### src/rtl/matrix_issue_sequencer.sv
// Issue stage for matrix instructions: expands ld.m/st.m into per-row memory
// requests and hands gemm.m to the GEMM unit over a valid/ready handshake.
//
// state | meaning
// ------+---------------------------------------------------------------
// IDLE  | instr_ready high, decoding and accepting the next instruction
// MEM   | issuing one row request per req_ready, strided address walk
// GEMM  | holding gemm_valid with latched operands until gemm_ready
module matrix_issue_sequencer #(
  parameter int ROWS   = 4,
  parameter int ADDR_W = 32,
  parameter int MREG_W = 4
) (
  input  logic                    CLK,
  input  logic                    nRST,
  input  logic                    instr_valid,
  output logic                    instr_ready,
  input  logic [31:0]             instr,
  input  logic [ADDR_W-1:0]       rs1_val,
  input  logic [ADDR_W-1:0]       stride_val,
  input  logic                    flush,
  output logic                    req_valid,
  input  logic                    req_ready,
  output logic [ADDR_W-1:0]       req_addr,
  output logic [$clog2(ROWS)-1:0] req_row,
  output logic                    req_write,
  output logic [MREG_W-1:0]       req_mreg,
  output logic                    gemm_valid,
  input  logic                    gemm_ready,
  output logic [MREG_W-1:0]       gemm_md,
  output logic [MREG_W-1:0]       gemm_ma,
  output logic [MREG_W-1:0]       gemm_mb,
  output logic [MREG_W-1:0]       gemm_mc,
  output logic                    done,
  output logic                    illegal
);

  localparam int ROW_W = $clog2(ROWS);
  localparam logic [ROW_W-1:0] LAST_ROW = ROW_W'(ROWS - 1);
  localparam logic [6:0] OP_LD   = 7'b1000111;
  localparam logic [6:0] OP_ST   = 7'b1010111;
  localparam logic [6:0] OP_GEMM = 7'b1110111;

  typedef enum logic [1:0] {IDLE, MEM, GEMM} state_t;

  state_t              state;
  logic [ADDR_W-1:0]   stride_reg;
  logic [6:0]          opcode;
  logic [ADDR_W-1:0]   imm_sext;
  logic [MREG_W-1:0]   f_md, f_ma, f_mb, f_mc;

  assign opcode   = instr[6:0];
  assign imm_sext = ADDR_W'($signed(instr[17:7]));
  assign f_md     = instr[28 +: MREG_W];
  assign f_ma     = instr[24 +: MREG_W];
  assign f_mb     = instr[20 +: MREG_W];
  assign f_mc     = instr[16 +: MREG_W];

  // req_addr and req_row double as the address register and row counter.
  always_ff @(posedge CLK or negedge nRST) begin
    if (!nRST) begin
      state       <= IDLE;
      instr_ready <= 1'b1;
      req_valid   <= 1'b0;
      req_addr    <= '0;
      req_row     <= '0;
      req_write   <= 1'b0;
      req_mreg    <= '0;
      stride_reg  <= '0;
      gemm_valid  <= 1'b0;
      gemm_md     <= '0;
      gemm_ma     <= '0;
      gemm_mb     <= '0;
      gemm_mc     <= '0;
      done        <= 1'b0;
      illegal     <= 1'b0;
    end else begin
      done    <= 1'b0;
      illegal <= 1'b0;
      if (flush) begin
        state       <= IDLE;
        instr_ready <= 1'b1;
        req_valid   <= 1'b0;
        gemm_valid  <= 1'b0;
      end else begin
        case (state)
          IDLE: begin
            if (instr_valid) begin
              if (opcode == OP_LD || opcode == OP_ST) begin
                state       <= MEM;
                instr_ready <= 1'b0;
                req_valid   <= 1'b1;
                req_addr    <= rs1_val + imm_sext;
                stride_reg  <= stride_val;
                req_row     <= '0;
                req_write   <= (opcode == OP_ST);
                req_mreg    <= f_md;
              end else if (opcode == OP_GEMM) begin
                state       <= GEMM;
                instr_ready <= 1'b0;
                gemm_valid  <= 1'b1;
                gemm_md     <= f_md;
                gemm_ma     <= f_ma;
                gemm_mb     <= f_mb;
                gemm_mc     <= f_mc;
              end else begin
                illegal <= 1'b1;
              end
            end
          end
          MEM: begin
            if (req_ready) begin
              if (req_row == LAST_ROW) begin
                state       <= IDLE;
                instr_ready <= 1'b1;
                req_valid   <= 1'b0;
                done        <= 1'b1;
              end else begin
                req_row  <= req_row + 1'b1;
                req_addr <= req_addr + stride_reg;
              end
            end
          end
          GEMM: begin
            if (gemm_ready) begin
              state       <= IDLE;
              instr_ready <= 1'b1;
              gemm_valid  <= 1'b0;
              done        <= 1'b1;
            end
          end
          default: begin
            state       <= IDLE;
            instr_ready <= 1'b1;
            req_valid   <= 1'b0;
            gemm_valid  <= 1'b0;
          end
        endcase
      end
    end
  end

endmodule

### config.mk
export PLATFORM = sky130hd
export DESIGN_NAME = matrix_issue_sequencer
export DESIGN_NICKNAME = d
export VERILOG_FILES = /design/src/rtl/matrix_issue_sequencer.sv
export SDC_FILE = /design/constraint.sdc
export NUM_CORES = 1
export LEC_CHECK = 0
export BUFFER_PORTS_ARGS = -buffer_cell sky130_fd_sc_hd__buf_2
export CORE_UTILIZATION = 60
export DETAILED_ROUTE_END_ITERATION = 10
export PLACE_DENSITY_LB_ADDON = 0.05
export SYNTH_ARGS = -nofsm -noshare
export SYNTH_HDL_FRONTEND = slang
export SYNTH_SLANG_ARGS = --single-unit
### constraint.sdc
create_clock -name CLK -period 4.5 [get_ports CLK]
set_clock_uncertainty 0.1 [all_clocks]
set_input_delay 0.9 -clock CLK [delete_from_list [all_inputs] [get_ports CLK]]
set_output_delay 0.9 -clock CLK [all_outputs]
set_load 0.01 [all_outputs]
# == Word level (Yosys, flattened, before mapping) ==
# Index checks and enable logic that the tools add are counted.
# word_totals
in_bits,102
reg_bits,94
# op_classes
bitwise,2
n_reduce_logical,9
n_mux,48
addsub,3
eq_ne,20
# op_table
op,n
$mux 32,4
$add 32x32->32,2
$pmux 32 s2,1
$mux 1,26
$mux 2,11
$eq 7x7->1 const B,3
$ne 3x3->1 const B,7
$reduce_and 5->1,4
$ne 2x2->1 const B,6
$pmux 1 s3,3
$pmux 2 s3,1
$reduce_and 6->1,1
$eq 2x2->1 const B,2
$ne 4x4->1 const B,1
$pmux 2 s2,1
$reduce_and 4->1,1
$add 2x1->2 const B,1
$eq 2x1->1 const B,1
$logic_not 2->1,1
$not 1->1,2
$pmux 1 s2,1
$reduce_bool 2->1,1
$logic_or 1x1->1,1

# == Depth between registers and ports, before layout ==
# Gate-level depths: netlist (run 1).
# depth
word_depth,6
ltp_mapped,11

# == Worst setup path after synthesis (run 1) ==
# Ideal clock, no wire load.
# synth_path
kind,input to register
from,input instr[7]
to,register req_addr[26]
setup_ns,0.128
path_slack_ns,1.317
stages,11
t_arrival_ns,2.954
path_buffers,0
path_cell_list,ha_1 > fa_1 > a21o_1 > and3_1 > o211ai_1 > a31oi_2 > nand3_1 > a311o_1 > xor2_1 > a2bb2oi_1 > o21ai_0
# synth_between
elab_chain_len,4
# synth_lines
element,line,text
from (decl),18,"input logic [31:0] instr,"
$add 32x32->32,93,req_addr <= rs1_val + imm_sext;
$mux 32,89,if (opcode == OP_LD || opcode == OP_ST) begin
$mux 32,88,if (instr_valid) begin
$pmux 32 s2,86,case (state)
to (signal assigned),93,
to (signal assigned),120,req_addr <= req_addr + stride_reg;
to (decl),24,"output logic [ADDR_W-1:0] req_addr,"
# Every way passes these cells. The select of a mux whose other input is x is not followed.
# A chain may end at the register's enable or synchronous reset.

# == Worst setup path after layout (run 1) ==
# layout_path
from,input instr[17]
to,register req_addr[23]
# The elaborated chain is that of the path after synthesis.

==> results of run 1 <==
[final cells by class]
cell class                      count  area (um2)
Tap cell                          143         179
Clock buffer                       10         229
Timing Repair Buffer              167         853
Multi-Input combinational cell    638        4690
Clock inverter                      6        92.6
Sequential cell                    94        2350
Fill cell                         874        3080
Inverter                           11        41.3
[routing by layer]
| metal | wire length [um] | global-route usage, % | vias up |
|---|---|---|---|
| met2 | 10200 | 60.0 | 227 |
| met5 | 0 | 0 | - |
| met1 | 7640 | 37.4 | 3169 |
| li1 | - | - | 3182 |
| met3 | 829 | 4.63 | 48 |
| met4 | 659 | 13.2 | 0 |
[layout by cell type, fill, tap and decap left out, types with 9 or more instances in the layout]
| master | n |
|---|---|
| sky130_fd_sc_hd__nand4_1 | 9 |
| sky130_fd_sc_hd__nand2b_1 | 11 |
| sky130_fd_sc_hd__inv_1 | 11 |
| sky130_fd_sc_hd__nand3_1 | 13 |
| sky130_fd_sc_hd__mux2i_1 | 9 |
| sky130_fd_sc_hd__nor2_1 | 49 |
| sky130_fd_sc_hd__a31oi_1 | 12 |
| sky130_fd_sc_hd__buf_2 | 160 |
| sky130_fd_sc_hd__nor3_1 | 25 |
| sky130_fd_sc_hd__xor2_1 | 25 |
| sky130_fd_sc_hd__and3_1 | 10 |
| sky130_fd_sc_hd__nand2_1 | 62 |
| sky130_fd_sc_hd__a21oi_1 | 58 |
| sky130_fd_sc_hd__a21o_1 | 42 |
| sky130_fd_sc_hd__o21ai_0 | 51 |
| sky130_fd_sc_hd__o31ai_1 | 9 |
| sky130_fd_sc_hd__clkbuf_16 | 9 |
| sky130_fd_sc_hd__dfrtp_1 | 93 |
| sky130_fd_sc_hd__xnor2_1 | 28 |
| sky130_fd_sc_hd__ha_1 | 65 |
| sky130_fd_sc_hd__mux2_2 | 54 |
| sky130_fd_sc_hd__a211oi_1 | 9 |
[logic make-up after synthesis]
| kind of cell | Yosys count | share of synthesized area (%) |
|---|---|---|
| multiplexers | 63 | 9.73 |
| XOR/XNOR | 53 | 6.47 |
| buffers and inverters | 38 | 2.13 |
| AO/OA/AOI/OAI | 244 | 22.9 |
| flip-flops | 94 | 32.8 |
| adder cells (fa/ha/maj) | 68 | 12.1 |
| AND/OR/NAND/NOR | 210 | 14.0 |
[through the flow]
stage	cell area, um2	utilization, %	hold WS [ns]	worst slack [ns]
final	8430	73.2	0.405	1.11
after detailed placement	8110	70.4	0.390	0.775
after global routing	8430	73.2	0.415	0.817
after floorplan	7180	-	0.385	1.32
after global placement	8110	70.4	0.383	0.841
after CTS	8430	73.2	0.406	1.13
[power by group through the flow]
stage | clock (uW) | combinational, uW | sequential (uW)
after detailed placement | 0 | 1240 | 1140
final | 829 | 1250 | 1120
after floorplan | 0 | 801 | 1150
after global placement | 0 | 1200 | 1130
after global routing | 858 | 1390 | 1140
after CTS | 834 | 1240 | 1120
[worst paths after layout]
check	from	end	cells past startpoint
worst min register to register	gemm_md[2]	gemm_md[2]	1
worst min-delay path	gemm_md[2]	gemm_md[2]	1
worst max-delay path	instr[17]	req_addr[23]	11
min in group asynchronous	nRST	stride_reg[29]	1
max in group asynchronous	nRST	stride_reg[6]	2
worst max register to register	req_addr[0]	req_addr[30]	11
==> impl_metrics.sql, run 1 <==
INSERT INTO impl_metrics (metric_group, metric, value, unit) VALUES
('route', 'vias', '6626', ''),
('synthesis', 'ys.flop_type', 'sky130_fd_sc_hd__dfrtp_1', ''),
('final_layout', 'area_growth', '17.5', '%'),
('setup_path', 'cp_data_required_time', '4.66', 'ns'),
('setup_path', 'arrival', '3.55', 'ns'),
('synthesis', 'synth_warnings', '0', ''),
('power_and_ir_drop', 'worst_ir_drop_vdd', '0.000373', 'V'),
('setup_path', 'sort_of_element_at_the_start_of_the_critical_path', 'primary input', ''),
('synthesis', 'yosysTopAreaCellShare', '32.4', '%'),
('flow_run', 'maxCapViolCount', '0', ''),
('power_and_ir_drop', 'clock_power_share', '25.9', '%'),
('cts', 'cts_resized', '0', ''),
('setup_path', 'critical_path_buf_inv_count', '1', ''),
('grt', 'first_global_vias', '6760', ''),
('setup_path', 'path_max_fanout', '23', ''),
('cts', 'post-cts-setup-buffers', '0', ''),
('die', 'placeableCoreArea', '11500', 'um2'),
('grt', 'antenna_found_initial', '0', ''),
('synthesis', 'post-synth-top-count-cell', 'sky130_fd_sc_hd__dfrtp_1', ''),
('sta', 'final_max_slew_viol_count', '0', ''),
('sta', 'totalNegativeSetupSlack', '0', 'ns'),
('route', 'post_route_antenna_net_violation_count', '0', ''),
('cts', 'clk_pin_slew', '0.07', 'ns'),
('power_and_ir_drop', 'total_leakage_power', '0.00436', 'uW'),
('die', 'pin_count', '162', ''),
('outcome', 'violations_in_the_final_reports', 'DRC', ''),
('die', 'die_y', '111', 'um'),
('die', 'floorplan.die_area', '12400', 'um2'),
('sta', 'max_clock_freq', '295', 'MHz'),
('cts', 'tritoncts', 'yes', ''),
('grt', 'grt_overall_usage', '32.4', '%'),
('cts', 'ctsHoldBuffers', '0', ''),
('power_and_ir_drop', 'power.switching', '1200', 'uW'),
('sta', 'timing.max_slew.rel_slack', '32.3', '%'),
('setup_path', 'critical-path-slowest-cell', 'sky130_fd_sc_hd__o41ai_1', ''),
('synthesis', 'synth_edf_count', '0', ''),
('sta', 'hold_viol_final', '0', ''),
('route', 'routedWlPerCell', '18.1', 'um'),
('synthesis', 'fraction_of_the_yosys_area_taken_by_sequential_cells', '32.8', '%'),
('synthesis', 'postSynthAreaPerCell', '9.32', 'um2'),
('grt', 'grt_start_max_net_pins', '72', ''),
('synthesis', 'synth_area', '7180', 'um2'),
('route', 'first_pass_drt_iterations', '7', ''),
('synthesis', 'synth_nets', '940', ''),
('setup_path', 'critical-path-top-delay-family', 'compound AO/OA/AOI/OAI gates', ''),
('power_and_ir_drop', 'sequentialPowerShare', '35.0', '%'),
('die', 'standard_cell_row_count', '39', ''),
('sta', 'timing.final.setup_violations', '0', ''),
('synthesis', 'ys_ff_latch', '94', ''),
('cts', 'cts_root_buf', 'sky130_fd_sc_hd__clkbuf_16', ''),
('synthesis', 'netlist.top_cell.by_area', 'sky130_fd_sc_hd__dfrtp_1', ''),
('grt', 'grt-ovfl-total', '0', ''),
('power_and_ir_drop', 'combinationalPowerShare', '39.1', '%'),
('final_layout', 'finalNetCount', '1091', ''),
('final_layout', 'final-instance-count-excl-fill', '1069', ''),
('hold_path', 'worst_hold_path_type', 'reg -> reg', ''),
('route', 'post_route_wl', '19400', 'um'),
('place', 'routabilityCongestion', '0.900', ''),
('power_and_ir_drop', 'power.density_cell_area', '380', 'nW/um2'),
('route', 'initialDrtViolationCount', '446', ''),
('setup_path', 'crit_path_max_incr_delay', '0.40', 'ns'),
('cts', 'ctsHtreeMaxLevel', '3', ''),
('route', 'remaining_drc_errors', '10', ''),
('power_and_ir_drop', 'internal_power', '2010', 'uW'),
('sta', 'worst_slew_pin_slew', '1.02', 'ns'),
('cts', 'maximum_number_of_buffers_from_clock_root_to_sink', '2', ''),
('outcome', 'outcome', 'finished, violations left', ''),
('final_layout', 'n_antenna_cell', '0', ''),
('grt', 'grt_first_pass_wirelength', '32100', 'um'),
('final_layout', 'final_layout_size_suffix_gt1_share', '27.8', '%'),
('power_and_ir_drop', 'p_total', '3210', 'uW');
No activity file was read; power rests on OpenSTA's default activity.
==> inputs of run 2 (changes only) <==
--- a/config.mk
+++ b/config.mk
@@ -6,7 +6,7 @@
 export NUM_CORES = 1
 export LEC_CHECK = 0
 export BUFFER_PORTS_ARGS = -buffer_cell sky130_fd_sc_hd__buf_2
-export CORE_UTILIZATION = 60
+export CORE_UTILIZATION = 56
 export DETAILED_ROUTE_END_ITERATION = 10
 export PLACE_DENSITY_LB_ADDON = 0.05
 export SYNTH_ARGS = -nofsm -noshare
==> constraint.sdc (replaced) <==
create_clock -name CLK -period 3.3 [get_ports CLK]
set_clock_uncertainty 0.1 [all_clocks]
set_input_delay 0.66 -clock CLK [delete_from_list [all_inputs] [get_ports CLK]]
set_output_delay 0.66 -clock CLK [all_outputs]
set_load 0.01 [all_outputs]
==> run 2 against run 1 <==
The run now ends clean. Count of clock-buffer cells in the layout fell by 1. Sequential power rose by 37%. Routed wire length decreased by 4.2%. Combinational power is 38% higher. Via count fell by 1.8%. Highest routed layer unchanged. Die area up 7.0%. Power up 34%. Register-to-register slack worse by 0.98 ns. Critical path depth fell by 1.
==> impl_metrics.sql, run 2 (same netlist as run 1, synthesis figures left out) <==
INSERT INTO impl_metrics (metric_group, metric, value, unit) VALUES
('outcome', 'outcome', 'finished clean', ''),
('die', 'die_y', '115', 'um'),
('setup_path', 'r2r_cells', '10', ''),
('cts', 'post-cts-setup-buffers', '0', ''),
('power_and_ir_drop', 'clock_power_share', '24.3', '%'),
('setup_path', 'worst-setup-path-type', 'reg -> reg', ''),
('cts', 'tritoncts', 'yes', ''),
('final_layout', 'final_layout_size_suffix_gt1_share', '29.4', '%'),
('power_and_ir_drop', 'combinationalPowerShare', '40.1', '%'),
('sta', 'post-route-period-util', '94.2', '%'),
('place', 'routabilityCongestion', '0.924', ''),
('route', 'first_pass_drt_iterations', '4', ''),
('power_and_ir_drop', 'internal_power', '2680', 'uW'),
('route', 'initialDrtViolationCount', '350', ''),
('setup_path', 'r2r_start', 'req_addr[0]', ''),
('place', 'dp.final_hpwl', '14800', 'um'),
('grt', 'antenna_found_initial', '0', ''),
('sta', 'timing.max_slew.rel_slack', '59.1', '%'),
('setup_path', 'end_kind', 'flip-flop', ''),
('grt', 'grt_first_pass_wirelength', '29500', 'um'),
('place', 'placed_cells_incl_taps', '1095', ''),
('grt', 'grt-ovfl-total', '0', ''),
('power_and_ir_drop', 'sw_frac_of_total', '37.4', '%'),
('place', 'post_dp_cell_area', '8300', 'um2'),
('cts', 'maximum_number_of_buffers_from_clock_root_to_sink', '2', ''),
('cts', 'ctsHtreeMaxLevel', '3', ''),
('sta', 'worst_slew_pin_slew', '0.613', 'ns'),
('final_layout', 'area_growth', '19.9', '%'),
('route', 'post_route_antenna_net_violation_count', '0', ''),
('grt', 'first_global_vias', '6152', ''),
('die', 'standard_cell_row_count', '40', ''),
('cts', 'clock_sink_count', '94', ''),
('route', 'detail_route.vias_per_cell', '5.86', ''),
('power_and_ir_drop', 'power.density_cell_area', '498', 'nW/um2'),
('die', 'floorplan.die_area', '13300', 'um2'),
('final_layout', 'final_area', '8610', 'um2'),
('final_layout', 'final-instance-count-excl-fill', '1111', ''),
('cts', 'cts_root_buf', 'sky130_fd_sc_hd__clkbuf_16', ''),
('setup_path', 'sort_of_element_at_the_start_of_the_critical_path', 'flip-flop', ''),
('cts', 'clk_pin_slew', '0.07', 'ns'),
('setup_path', 'register_to_register_setup_slack', '0.19', 'ns'),
('flow_run', 'maxCapViolCount', '0', ''),
('sta', 'worst_hold_slack', '0.219', 'ns'),
('sta', 'rsz0062_at_grt', 'no', ''),
('power_and_ir_drop', 'sequentialPowerShare', '35.6', '%'),
('final_layout', 'finalNetCount', '1108', ''),
('setup_path', 'path_max_fanout', '7', ''),
('route', 'routedWlPerCell', '16.7', 'um'),
('place', 'port_buffers', '161', ''),
('die', 'starting_density', '58.5', '%'),
('cts', 'cts-buffers-inserted', '9', ''),
('power_and_ir_drop', 'total_leakage_power', '0.00445', 'uW'),
('setup_path', 'crit_start', 'req_addr[0]', ''),
('grt', 'grt_overall_usage', '28.2', '%'),
('sta', 'final_max_slew_viol_count', '0', ''),
('cts', 'clk_latency', '0.34', 'ns'),
('power_and_ir_drop', 'power.switching', '1600', 'uW'),
('die', 'placeableCoreArea', '12300', 'um2'),
('setup_path', 'worst_r2r_endpoint', 'req_addr[26]', ''),
('hold_path', 'worst_hold_path_type', 'in -> async', ''),
('route', 'post_route_wl', '18500', 'um'),
('route', 'remaining_drc_errors', '0', ''),
('final_layout', 'n_antenna_cell', '0', ''),
('setup_path', 'arrival', '3.22', 'ns'),
('final_layout', 'layout.cells.most_common', 'sky130_fd_sc_hd__buf_2', ''),
('die', 'die_w', '115', 'um'),
('setup_path', 'critical_path.endpoint', 'req_addr[26]', ''),
('final_layout', 'layout.cells.most_common_list', 'sky130_fd_sc_hd__buf_2 (160), sky130_fd_sc_hd__dfrtp_1 (93), sky130_fd_sc_hd__ha_1 (65), sky130_fd_sc_hd__nand2_1 (62), sky130_fd_sc_hd__a21oi_1 (58)', ''),
('setup_path', 'cp_data_required_time', '3.41', 'ns'),
('route', 'vias', '6505', ''),
('die', 'pin_count', '162', ''),
('sta', 'hold_viol_final', '0', ''),
('sta', 'layout_min_cycle_time', '3.11', 'ns'),
('grt', 'grt_start_max_net_pins', '51', ''),
('sta', 'max_clock_freq', '322', 'MHz'),
('power_and_ir_drop', 'worst_ir_drop_vdd', '0.000413', 'V'),
('sta', 'timing.final.setup_violations', '0', '');
-- run 2: changes by cell type in the layout (fill, tap and decap cells not counted) --
cell,delta
sky130_fd_sc_hd__clkbuf_1,-1
sky130_fd_sc_hd__buf_4,+15
sky130_fd_sc_hd__a211oi_1,-1
sky130_fd_sc_hd__clkinvlp_4,-1
sky130_fd_sc_hd__clkinv_4,+2
sky130_fd_sc_hd__bufinv_16,-1
sky130_fd_sc_hd__nor4_2,+1
sky130_fd_sc_hd__nor4_1,-1
sky130_fd_sc_hd__clkinv_2,+2
sky130_fd_sc_hd__buf_12,+2
sky130_fd_sc_hd__a211oi_2,+1
sky130_fd_sc_hd__inv_6,-1
-- run 2: stage by stage --
stage / util (%) / setup WS (ns) / total power (uW) / TNS [ns]
final: 70.2 / 0.190 / 4280 / 0
after detailed placement: 67.7 / -0.0549 / 3240 / -0.0657
after floorplan: - / 0.326 / 2660 / 0
after CTS: 70.1 / 0.0845 / 4280 / 0
after global routing: 70.2 / 0.0239 / 4540 / 0
after global placement: 67.7 / 0.0233 / 3190 / 0
-- run 2: power groups by stage --
stage / sequential (uW) / clock (uW) / combinational (uW)
3_5_place_dp: 1540 / 0 / 1700
3_3_place_gp: 1530 / 0 / 1660
4_1_cts: 1520 / 1050 / 1710
2_1_floorplan: 1560 / 0 / 1090
6_report: 1530 / 1040 / 1720
5_1_grt: 1550 / 1090 / 1900
-- run 2: final cells by class --
type | count | area, um2
clock buffer | 9 | 225
clock inverter | 7 | 73.8
fill | 957 | 3650
inverter | 11 | 41.3
multi-input combinational | 638 | 4700
sequential | 94 | 2350
tap | 168 | 210
timing repair buffer | 184 | 1010
-- run 2: per-layer routing --
layer,vias to the layer above,global-route usage (%),share of wire (%),wire (um)
li1,3212,-,-,-
met1,3076,34.9,43,7890
met2,186,50.8,51,9540
met3,31,4.11,4.0,736
met4,0,8.23,2.0,367
met5,-,0,0,0
-- run 2: worst max-delay path, cell delays in order, from the launching register on --
cell	delay, ns
sky130_fd_sc_hd__dfrtp_1	0.40
sky130_fd_sc_hd__ha_1	0.24
sky130_fd_sc_hd__fa_1	0.44
sky130_fd_sc_hd__a211oi_2	0.30
sky130_fd_sc_hd__o21ai_2	0.12
sky130_fd_sc_hd__a32o_2	0.30
sky130_fd_sc_hd__a311oi_4	0.34
sky130_fd_sc_hd__a21oi_2	0.18
sky130_fd_sc_hd__a21boi_0	0.23
sky130_fd_sc_hd__xor2_1	0.23
sky130_fd_sc_hd__o21ai_0	0.10
-- run 2: how the worst min path moves through the flow --
stage | start | to | slack [ns]
6_report | nRST | stride_reg[28] | 0.22
3_3_place_gp | req_row[1] | req_row[1] | 0.38
5_1_grt | nRST | req_addr[26] | 0.27
2_1_floorplan | nRST | done | 0.26
3_5_place_dp | gemm_md[0] | gemm_md[0] | 0.39
4_1_cts | nRST | stride_reg[28] | 0.24
-- run 2: what timing repair did --
| action | 4_1_cts | 5_1_grt |
|---|---|---|
| hold buffers | 0 | 0 |
| endpoints found under the setup margin | 0 | 6 |
| gates resized for setup | 0 | 2 |
